### src/rtl/pipeline_hazard_ctrl_n.sv
// pipeline_hazard_ctrl_n: N-stage stall/flush chaining, load-use scoreboard and held branch redirect.
// Define PIPELINE_PERF_EN to add saturating stall/bubble/redirect counters (tied to 0 otherwise).
module pipeline_hazard_ctrl_n #(
  parameter int NUM_STAGES   = 5,
  parameter int DEC_STAGE    = 1,
  parameter int EXEC_STAGE   = 2,
  parameter int NUM_SRC      = 2,
  parameter int PREG_WIDTH   = 6,
  parameter int ADDR_WIDTH   = 32,
  parameter int LOAD_LATENCY = 1,
  parameter int CNT_WIDTH    = 32
) (
  input  logic                          clk,
  input  logic                          rst_n,
  input  logic                          external_done,
  input  logic                          done,
  input  logic                          fetch_done,
  input  logic [NUM_STAGES-1:0]         stage_busy,
  input  logic [NUM_SRC-1:0]            dec_src_enable,
  input  logic [NUM_SRC*PREG_WIDTH-1:0] dec_src_addr,
  input  logic                          exec_wb_reg,
  input  logic                          exec_mem_load,
  input  logic [PREG_WIDTH-1:0]         exec_dst_addr,
  input  logic                          exec_take_branch,
  input  logic [ADDR_WIDTH-1:0]         exec_branch_target,
  output logic [NUM_STAGES-1:0]         stage_stall,
  output logic [NUM_STAGES-1:0]         stage_flush,
  output logic                          fetch_branch,
  output logic [ADDR_WIDTH-1:0]         fetch_branch_target,
  output logic [CNT_WIDTH-1:0]          perf_stall_cycles,
  output logic [CNT_WIDTH-1:0]          perf_bubbles,
  output logic [CNT_WIDTH-1:0]          perf_redirects
);
  logic run, hazard, pending, discard, unused;
  logic [ADDR_WIDTH-1:0] pend_target;
  logic [NUM_STAGES-1:0] loc, stall_c, flush_c;
  logic [NUM_SRC-1:0] exec_hit, sb_hit;
  assign run = external_done & ~done;
  assign unused = &{1'b0, stage_busy[0]};
  always_comb begin
    exec_hit = '0;
    for (int k = 0; k < NUM_SRC; k++)
      exec_hit[k] = dec_src_enable[k] & exec_wb_reg & exec_mem_load &
                    (exec_dst_addr == dec_src_addr[k*PREG_WIDTH +: PREG_WIDTH]);
  end
  // Loads that already left EXEC but whose data is not yet forwardable.
  if (LOAD_LATENCY > 1) begin : g_sb
    localparam int D = LOAD_LATENCY - 1;
    logic [D:1] valid;
    logic [PREG_WIDTH-1:0] addr [1:D];
    always_ff @(posedge clk or negedge rst_n)
      if (!rst_n) begin
        valid <= '0;
        for (int s = 1; s <= D; s++) addr[s] <= '0;
      end else if (!stage_stall[EXEC_STAGE]) begin
        valid[1] <= exec_wb_reg & exec_mem_load & ~stage_flush[EXEC_STAGE];
        addr[1] <= exec_dst_addr;
        for (int s = 2; s <= D; s++) begin
          valid[s] <= valid[s-1];
          addr[s] <= addr[s-1];
        end
      end
    always_comb begin
      sb_hit = '0;
      for (int k = 0; k < NUM_SRC; k++)
        for (int s = 1; s <= D; s++)
          if (dec_src_enable[k] && valid[s] && addr[s] == dec_src_addr[k*PREG_WIDTH +: PREG_WIDTH])
            sb_hit[k] = 1'b1;
    end
  end else begin : g_nosb
    assign sb_hit = '0;
  end
  // A taken branch squashes decode, so its hazard must not stall anything.
  assign hazard = |(exec_hit | sb_hit) & ~exec_take_branch;
  always_comb begin
    loc = '0;
    for (int i = 0; i < NUM_STAGES; i++)
      loc[i] = (i == 0) ? ~fetch_done : stage_busy[i] | (i == DEC_STAGE && hazard);
    stall_c = '0;
    stall_c[NUM_STAGES-1] = loc[NUM_STAGES-1];
    for (int i = NUM_STAGES - 2; i >= 0; i--) stall_c[i] = loc[i] | stall_c[i+1];
    flush_c = '0;
    for (int i = 0; i < NUM_STAGES; i++)
      flush_c[i] = (i == 0) ? ~fetch_done | exec_take_branch | discard
                            : loc[i] | (i <= DEC_STAGE && exec_take_branch);
  end
  assign stage_stall = run ? stall_c : '1;
  assign stage_flush = run ? flush_c : '1;
  assign fetch_branch = exec_take_branch | pending;
  assign fetch_branch_target = exec_take_branch ? exec_branch_target : pend_target;
  always_ff @(posedge clk or negedge rst_n)
    if (!rst_n) begin
      pending <= 1'b0;
      pend_target <= '0;
      discard <= 1'b0;
    end else if (run) begin
      if (exec_take_branch && stage_stall[0]) begin
        pending <= 1'b1;
        pend_target <= exec_branch_target;
      end else if (pending && !stage_stall[0] && !exec_take_branch) pending <= 1'b0;
      if (exec_take_branch && !fetch_done) discard <= 1'b1;
      else if (discard && fetch_done) discard <= 1'b0;
    end
`ifdef PIPELINE_PERF_EN
  localparam logic [CNT_WIDTH-1:0] ONE = 1;
  always_ff @(posedge clk or negedge rst_n)
    if (!rst_n) begin
      perf_stall_cycles <= '0;
      perf_bubbles <= '0;
      perf_redirects <= '0;
    end else if (run) begin
      if (stage_stall[DEC_STAGE] && !(&perf_stall_cycles)) perf_stall_cycles <= perf_stall_cycles + ONE;
      if (hazard && !(&perf_bubbles)) perf_bubbles <= perf_bubbles + ONE;
      if (exec_take_branch && !stage_stall[EXEC_STAGE] && !(&perf_redirects)) perf_redirects <= perf_redirects + ONE;
    end
`else
  assign perf_stall_cycles = '0;
  assign perf_bubbles = '0;
  assign perf_redirects = '0;
`endif
endmodule
### config.mk
export PLATFORM = sky130hd
export DESIGN_NAME = pipeline_hazard_ctrl_n
export DESIGN_NICKNAME = d
export VERILOG_FILES = /design/src/rtl/pipeline_hazard_ctrl_n.sv
export SDC_FILE = /design/constraint.sdc
export NUM_CORES = 1
export LEC_CHECK = 0
export CORE_UTILIZATION = 38
export DETAILED_ROUTE_END_ITERATION = 8
export GPL_TIMING_DRIVEN = 0
export PLACE_DENSITY = 0.88
export SETUP_SLACK_MARGIN = 0.05
export SLEW_MARGIN = 10
export SYNTH_ARGS = -nofsm -noshare
export SYNTH_HDL_FRONTEND = slang
export SYNTH_SLANG_ARGS = --single-unit
### constraint.sdc
create_clock -name clk -period 2 [get_ports clk]
set_input_delay 0.2 -clock clk [delete_from_list [all_inputs] [get_ports clk]]
set_output_delay 0.2 -clock clk [all_outputs]
set_load 0.01 [all_outputs]
==> reports/metrics.yaml, run 1 <==
drt:
  antenna_left: 0
  drt-pass1-iter-count: 4
  avgRoutedWirePerCell_um: 11.8
  dr.first_iter.drc_count: 19
  drc_errors: 0
  dr_total_vias: 2134
  post_drt_via_cell_ratio: 3.85
  postRouteWirelength_um: 6520
setup_path:
  cp-end-kind: "output pin"
  cp_max_fo: 3
  crit_family: "buffers and inverters"
  startpoint_type: "input port"
  critPathKind: "input port to output pin"
  arrival_ps: 1720
  critPathSlowestCell: "clkdlybuf4s50_1"
  reg2reg_to: "pend_target[16]$_DFFE_PN0P_"
  ff2ff_setup_slack_ps: 1230
  ff2ff_path_depth: 1
  r2r-start: "pend_target[16]$_DFFE_PN0P_"
  crit_required_ps: 1800
  crit_path_max_incr_delay_ps: 530
  worst-path-buf-inv: 3
  crit_chain: "clkdlybuf4s50_1 -> xor2_1 -> nor4_2 -> buf_4 -> a22oi_2 -> nand3b_1 -> dlygate4sd2_1"
logic_synthesis:
  syn_avg_cell_area_um2: 11.5
  yosysWarnings: 0
  synthCells: 244
  synth_top_area_share_pct: 30.4
  synthTopCellsByArea: "dfrtp_1, buf_4, mux2_4"
  synth_most_common_cell: "buf_4"
  synthTopCellsByCount: "buf_4, dfrtp_1, mux2_2"
  async_reset_ff_share_pct: 100
  ys_ff_latch: 34
  synth_ff_type: "dfrtp_1"
  synth_area_leader_cell: "dfrtp_1"
  ys_seq_area_share_pct: 30.4
  syn-cell-area_mm2: 0.00280
  synth.distinct_cells: 28
  synth_edf_count: 0
place:
  portBuffers: 106
  dp_slack_ps: -878
  dp_cells: 541
  post-dp-hpwl_um: 5150
  gp_congestion: 0.679
floorplanning:
  initial_core_util_pct: 40.3
  rows: 30
  dieWidth_um: 87.8
  coreArea_mm2: 0.00694
  die_h_um: 87.8
  die_area_mm2: 0.00771
  io_pins: 204
clock_tree:
  cts_buffers: 5
  clkSinkCount: 34
  clk_pin_slew_ps: 70
  clock_latency_ps: 280
  htree_levels: 2
  ctsRootBufferMaster: "clkbuf_8"
  cts_tree: "built"
  clockBufferDepth: 2
power_and_ir_drop:
  vdd_drop_max_v: 0.000309
  power_density_mw_per_mm2: 535
  total_power_mw: 2.42
  leakage_nw: 2.33
timing:
  tightest_slew_ps: 757
  relSlewSlack_pct: 49.5
  slew_violations: 0
  hold_slack_ps: -13.2
  grt_setup_unrepaired: "true"
  min_period_ps: 1920
  hold_viol_final: 21
  clock_skew_ps: 0
  setup_slack_ps: 77.4
  period_share_pct: 96.1
  clock.fmax_ghz: 0.520
  setup_viol: 0
finish:
  syn2layout_area_growth_pct: 61.3
  fillers: 562
  antenna_cells: 0
  drive_gt1_share_pct: 42.7
  fin_cells: 555
  nNetsFinal: 523
flow_run:
  max_cap_viol_count: 0
global_routing:
  grt_max_degree: 35
  grt_overflow: 0
  antenna_found_initial: 0
  grt_pass1_vias: 2120
  grt_pass1_wl_um: 9780
  grt_use_total_pct: 16.6
status:
  status: "complete, but fails checks"
  violations: "negative hold slack"
hold_path:
  hp-class: "input port to async pin"
-- kinds of logic (layout without fill, tap and decap cells) --
kind of cell / after synthesis / count (layout) / share of synthesized area (%)
buffers and inverters: 104 / 224 / 28.7
AO/OA/AOI/OAI: 7 / 7 / 1.61
flip-flops: 34 / 34 / 30.4
other: 1 / 96 / 0.134
XOR/XNOR: 12 / 12 / 3.76
multiplexers: 64 / 64 / 29.8
AND/OR/NAND/NOR: 22 / 22 / 5.63
-- flip-flops by register name, indices dropped and copies added (netlist names) --
register and count:
pending 1, discard 1, pend_target 32
-- through the flow --
stage                     instance area [um2]  setup TNS [ps]  hold WS, ps  utilization [%]
after floorplan                          3160               0        -95.6                -
after global placement                   4340          -33140          478             62.5
after detailed placement                 4330          -33890          323             62.4
after CTS                                4480               0         3.17             64.5
after global routing                     4510               0         35.9             65.0
final                                    4510               0        -13.2             65.0
-- report_power, final --
group	total (mW)	switching [mW]	internal, mW
sequential	0.887	0.0712	0.816
clock	0.495	0.251	0.244
combinational	1.03	0.367	0.668
total	2.42	0.688	1.73
-- repair_timing --
action | in CTS | in global routing
setup buffers | 5 | 1
pin swaps | 4 | 4
gates resized for setup | 28 | 6
endpoints found under the setup margin | 72 | 10
hold buffers | 0 | 0
-- metal layers --
metal | part of all wire, % | vias to the layer above | track usage [%]
li1 | - | 1055 | -
met1 | 37 | 968 | 17.6
met2 | 54 | 103 | 30.6
met3 | 7.7 | 8 | 5.47
met4 | 1.4 | 0 | 5.66
met5 | 0 | - | 0
-- layout make-up --
class,count,area [um2],share of cell area [%]
buffer,104,822,18.2
clock buffer,5,68.8,1.52
tap,96,120,2.66
timing repair buffer,112,1090,24.2
multi-input combinational,201,1540,34.1
clock inverter,3,21.3,0.471
sequential,34,851,18.8
-- worst max-delay path by stage --
stage,start,endpoint,slack (ps),cells after the start
after global placement,exec_take_branch,fetch_branch_target[24],-880,5
after floorplan,done,pend_target[0]$_DFFE_PN0P_,120,5
after global routing,exec_dst_addr[3],stage_flush[1],40,6
final,exec_dst_addr[4],stage_flush[1],80,7
after detailed placement,exec_take_branch,fetch_branch_target[23],-880,5
after CTS,exec_take_branch,fetch_branch_target[23],70,5
-- placed cells by master (no fill, tap or decap), drive strengths merged, types with 2 or more instances in the layout --
master and instances:
buf 112, conb 96, clkdlybuf4s50 93, mux2 64
dfrtp 34, xor2 12, clkbuf 6, dlygate4sd2 6
nand2b 3, dlymetal6s2s 3, nand3 3, nor3 2
nand3b 2, nor2 2, a21oi 2, nor4 2
nor2b 2, or2 2, clkinv 2
Note: power is estimated with default switching activity, not from simulation.
==> run 2, diff against run 1 <==
==> constraint.sdc (replaced) <==
create_clock -name clk -period 2 [get_ports clk]
set_input_delay 0.2 -clock clk [delete_from_list [all_inputs] [get_ports clk]]
set_output_delay 0.2 -clock clk [all_outputs]
set_load 0.02 [all_outputs]
==> reports/metrics.yaml, run 2 (synthesis results as in run 1) <==
drt:
  postRouteWirelength_um: 6460
  post_drt_via_cell_ratio: 3.86
  antenna_left: 0
  avgRoutedWirePerCell_um: 11.7
  dr_total_vias: 2132
  drc_errors: 0
  drt-pass1-iter-count: 4
  dr.first_iter.drc_count: 31
timing:
  clock.fmax_ghz: 0.519
  tightest_slew_ps: 748
  clock_skew_ps: 0
  slew_violations: 0
  setup_viol: 0
  min_period_ps: 1930
  setup_slack_ps: 73.1
  hold_viol_final: 25
  period_share_pct: 96.3
  grt_setup_unrepaired: "true"
  hold_slack_ps: -19.4
  fin_setup_tns_ps: 0
  relSlewSlack_pct: 50.1
finish:
  fin_cells: 552
  top_register: "pend_target"
  design_area_mm2: 0.00447
  most-common-layout-cells: "buf_4, conb_1, clkdlybuf4s50_1"
  multi_input_area_mm2: 0.00154
  syn2layout_area_growth_pct: 59.9
  fin_util_pct: 64.4
  seq_area_um2: 851
  largest_reg_flops: 32
  nNetsFinal: 520
  fillers: 566
  top_regs: "pend_target x32, discard x1, pending x1"
  final_common_cell: "buf_4"
  antenna_cells: 0
  drive_gt1_share_pct: 42.3
floorplanning:
  dieWidth_um: 87.8
  initial_core_util_pct: 40.3
  io_pins: 204
  die_h_um: 87.8
  rows: 30
  die_area_mm2: 0.00771
  coreArea_mm2: 0.00694
place:
  portBuffers: 106
  post-dp-hpwl_um: 5150
  dp_cells: 541
  dp_slack_ps: -937
  gp_congestion: 0.679
  place_area_mm2: 0.00433
global_routing:
  grt_max_degree: 35
  grt_use_total_pct: 16.5
  antenna_found_initial: 0
  grt_pass1_wl_um: 9740
  grt_overflow: 0
  grt_pass1_vias: 2095
setup_path:
  worst-path-buf-inv: 2
  critPathSlowestCell: "clkdlybuf4s50_1"
  crit_required_ps: 1800
  crit_chain: "clkdlybuf4s50_1 -> xor2_1 -> nor4_4 -> a22oi_2 -> nand3b_1 -> clkdlybuf4s15_2"
  startpoint_type: "input port"
  crit_family: "buffers and inverters"
  critPathKind: "input port to output pin"
  crit_path_max_incr_delay_ps: 520
  arrival_ps: 1730
  cp-end-kind: "output pin"
  cp_max_fo: 3
power_and_ir_drop:
  power_frac_seq_pct: 34.9
  switching_power_mw: 0.843
  power_density_mw_per_mm2: 568
  power.share.clock_pct: 19.6
  power_frac_comb_pct: 45.5
  swShare_pct: 33.1
  leakage_nw: 2.32
  vdd_drop_max_v: 0.000317
  total_power_mw: 2.54
  p_int_mw: 1.70
clock_tree:
  clk_pin_slew_ps: 70
  ctsRootBufferMaster: "clkbuf_8"
  htree_levels: 2
  clockBufferDepth: 2
  clock_latency_ps: 280
  cts_tree: "built"
  clkSinkCount: 34
  cts_hold_buffers: 0
  cts_buffers: 5
status:
  status: "complete, but fails checks"
  violations: "negative hold slack"
flow_run:
  max_cap_viol_count: 0
hold_path:
  hp-class: "input port to async pin"
[run 2: layout make-up]
type	instances	share of cell area, %
Multi-Input combinational cell	201	34.4
Timing Repair Buffer	109	23.5
Sequential cell	34	19.0
Buffer	104	18.4
Tap cell	96	2.68
Clock buffer	5	1.54
Clock inverter	3	0.475
[run 2: timing repair]
item / 4_1_cts / 5_1_grt
setup endpoints to repair: 72 / 4
pin swaps: 3 / 4
buffers inserted: 3 / 0
gates resized for setup: 51 / 3
[run 2: final timing paths]
check                                            start                          end  slack, ps  cells after the start
setup / recovery                      exec_dst_addr[5]               stage_flush[1]         70                      6
hold / removal                                   rst_n  pend_target[27]$_DFFE_PN0P_        -20                      1
setup reg to reg           pend_target[16]$_DFFE_PN0P_  pend_target[16]$_DFFE_PN0P_       1230                      1
hold reg to reg            pend_target[14]$_DFFE_PN0P_  pend_target[14]$_DFFE_PN0P_        510                      1
max in group asynchronous                        rst_n   pend_target[5]$_DFFE_PN0P_       1530                      1
min in group clk                            fetch_done          discard$_DFFE_PN0P_        150                      2
[run 2: power by group through the flow]
stage                     Combinational, mW  Clock [mW]  Sequential [mW]
after global placement                 1.16           0            0.888
after detailed placement               1.17           0            0.894
after CTS                              1.15       0.521            0.887
after floorplan                       0.792           0            0.872
final                                  1.16       0.499            0.887
after global routing                   1.23       0.547            0.902
[run 2: layer usage]
layer | track usage, % | up-vias | share of wire (%) | wire length [um]
met5 | 0 | - | 0 | 0
met4 | 5.22 | 0 | 1.4 | 91
met3 | 5.37 | 8 | 7.6 | 493
met2 | 30.6 | 103 | 53 | 3450
met1 | 17.7 | 972 | 37 | 2420
li1 | - | 1049 | - | -
==> run 3, diff against run 2 <==
--- a/config.mk
+++ b/config.mk
@@ -8,7 +8,7 @@
 export CORE_UTILIZATION = 38
 export DETAILED_ROUTE_END_ITERATION = 8
 export GPL_TIMING_DRIVEN = 0
-export PLACE_DENSITY = 0.88
+export PLACE_DENSITY = 0.89
 export SETUP_SLACK_MARGIN = 0.05
 export SLEW_MARGIN = 10
 export SYNTH_ARGS = -nofsm -noshare
==> reports/metrics.yaml, run 3 (synthesis results as in run 1) <==
clock_tree:
  ctsRootBufferMaster: "clkbuf_8"
  cts_buffers: 5
  htree_levels: 2
  clockBufferDepth: 2
  clk_pin_slew_ps: 70
  clkSinkCount: 34
  clock_latency_ps: 280
  cts_hold_buffers: 0
  cts_tree: "built"
power_and_ir_drop:
  power.share.clock_pct: 20.4
  leakage_nw: 2.30
  power_density_mw_per_mm2: 575
  switching_power_mw: 0.832
  power_frac_comb_pct: 45.0
  power_frac_seq_pct: 34.6
  vdd_drop_max_v: 0.000325
  p_int_mw: 1.73
  total_power_mw: 2.56
  swShare_pct: 32.5
floorplanning:
  initial_core_util_pct: 40.3
  coreArea_mm2: 0.00694
  dieWidth_um: 87.8
  die_h_um: 87.8
  io_pins: 204
  die_area_mm2: 0.00771
  rows: 30
timing:
  min_period_ps: 1910
  clock.fmax_ghz: 0.522
  slew_violations: 0
  grt_setup_unrepaired: "true"
  period_share_pct: 95.7
  fin_setup_tns_ps: 0
  relSlewSlack_pct: 47.5
  hold_viol_final: 2
  clock_skew_ps: 0
  setup_viol: 0
  tightest_slew_ps: 787
  hold_slack_ps: -1.37
setup_path:
  critPathKind: "input port to output pin"
  cp_max_fo: 3
  crit_chain: "clkdlybuf4s50_1 -> xor2_1 -> nor4_2 -> a22oi_2 -> o21ai_1 -> buf_2"
  crit_required_ps: 1800
  cp-end-kind: "output pin"
  critPathSlowestCell: "clkdlybuf4s50_1"
  crit_family: "buffers and inverters"
  crit_path_max_incr_delay_ps: 450
  arrival_ps: 1710
  worst-path-buf-inv: 2
  startpoint_type: "input port"
global_routing:
  grt_overflow: 0
  grt_pass1_wl_um: 9640
  antenna_found_initial: 0
  grt_use_total_pct: 16.3
  grt_max_degree: 35
  grt_pass1_vias: 2045
finish:
  syn2layout_area_growth_pct: 59.3
  top_register: "pend_target"
  drive_gt1_share_pct: 42.3
  largest_reg_flops: 32
  most-common-layout-cells: "buf_4, conb_1, clkdlybuf4s50_1"
  design_area_mm2: 0.00446
  antenna_cells: 0
  nNetsFinal: 518
  top_regs: "pend_target x32, discard x1, pending x1"
  final_common_cell: "buf_4"
status:
  violations: "negative hold slack"
  status: "complete, but fails checks"
place:
  post-dp-hpwl_um: 5160
  portBuffers: 106
  place_area_mm2: 0.00433
  gp_congestion: 0.755
drt:
  drc_errors: 0
  drt-pass1-iter-count: 4
  dr.first_iter.drc_count: 29
  postRouteWirelength_um: 6480
  post_drt_via_cell_ratio: 3.83
  antenna_left: 0
  dr_total_vias: 2104
  avgRoutedWirePerCell_um: 11.8
flow_run:
  max_cap_viol_count: 0
hold_path:
  hp-class: "input port to async pin"
[run 3: worst paths after layout]
| kind | from | end | slack [ps] | cells after the start |
|---|---|---|---|---|
| min | rst_n | pend_target[0]$_DFFE_PN0P_ | -1 | 1 |
| min reg2reg | pending$_DFFE_PN0P_ | pending$_DFFE_PN0P_ | 500 | 2 |
| max reg2reg | pend_target[26]$_DFFE_PN0P_ | pend_target[26]$_DFFE_PN0P_ | 1230 | 1 |
| max in group asynchronous | rst_n | pend_target[13]$_DFFE_PN0P_ | 1500 | 1 |
| min in group clk | done | discard$_DFFE_PN0P_ | 450 | 3 |
| max | exec_dst_addr[1] | stage_stall[1] | 90 | 6 |
[run 3: power by group through the flow]
stage	clock, mW	combinational [mW]	sequential, mW
2_1_floorplan	0	0.792	0.872
3_3_place_gp	0	1.16	0.887
3_5_place_dp	0	1.17	0.892
4_1_cts	0.545	1.15	0.886
5_1_grt	0.585	1.23	0.903
6_report	0.523	1.15	0.887
[run 3: timing repair]
action / CTS / global route
buffers inserted: 0 / 1
endpoints found under the setup margin: 75 / 3
pin swaps: 3 / 5
gates resized for setup: 49 / 7
[run 3: stage by stage]
stage | utilization [%] | setup WS [ps] | std cells
final | 64.2 | 85.7 | 550
after detailed placement | 62.4 | -934 | 541
after global placement | 62.5 | -928 | 541
after CTS | 63.9 | 54.8 | 549
after floorplan | - | 90.3 | 339
after global routing | 64.2 | -15.4 | 550
[run 3: final cells by class]
cell class / count / area [um2]
multi-input cells: 201 / 1540
plain buffers: 104 / 828
flip-flops and latches: 34 / 851
clock buffers: 6 / 82.6
clock inverters: 2 / 12.5
repair buffers: 107 / 1030
fillers: 550 / 2480
well taps: 96 / 120
[run 3: routing by layer]
metal | vias to the layer above | track usage, % | routed length (um) | part of all wire [%]
li1 | 1046 | - | - | -
met1 | 942 | 17.8 | 2420 | 37
met2 | 112 | 30.0 | 3420 | 53
met3 | 4 | 5.47 | 590 | 9.1
met4 | 0 | 4.62 | 51 | 0.79
met5 | - | 0 | 0 | 0
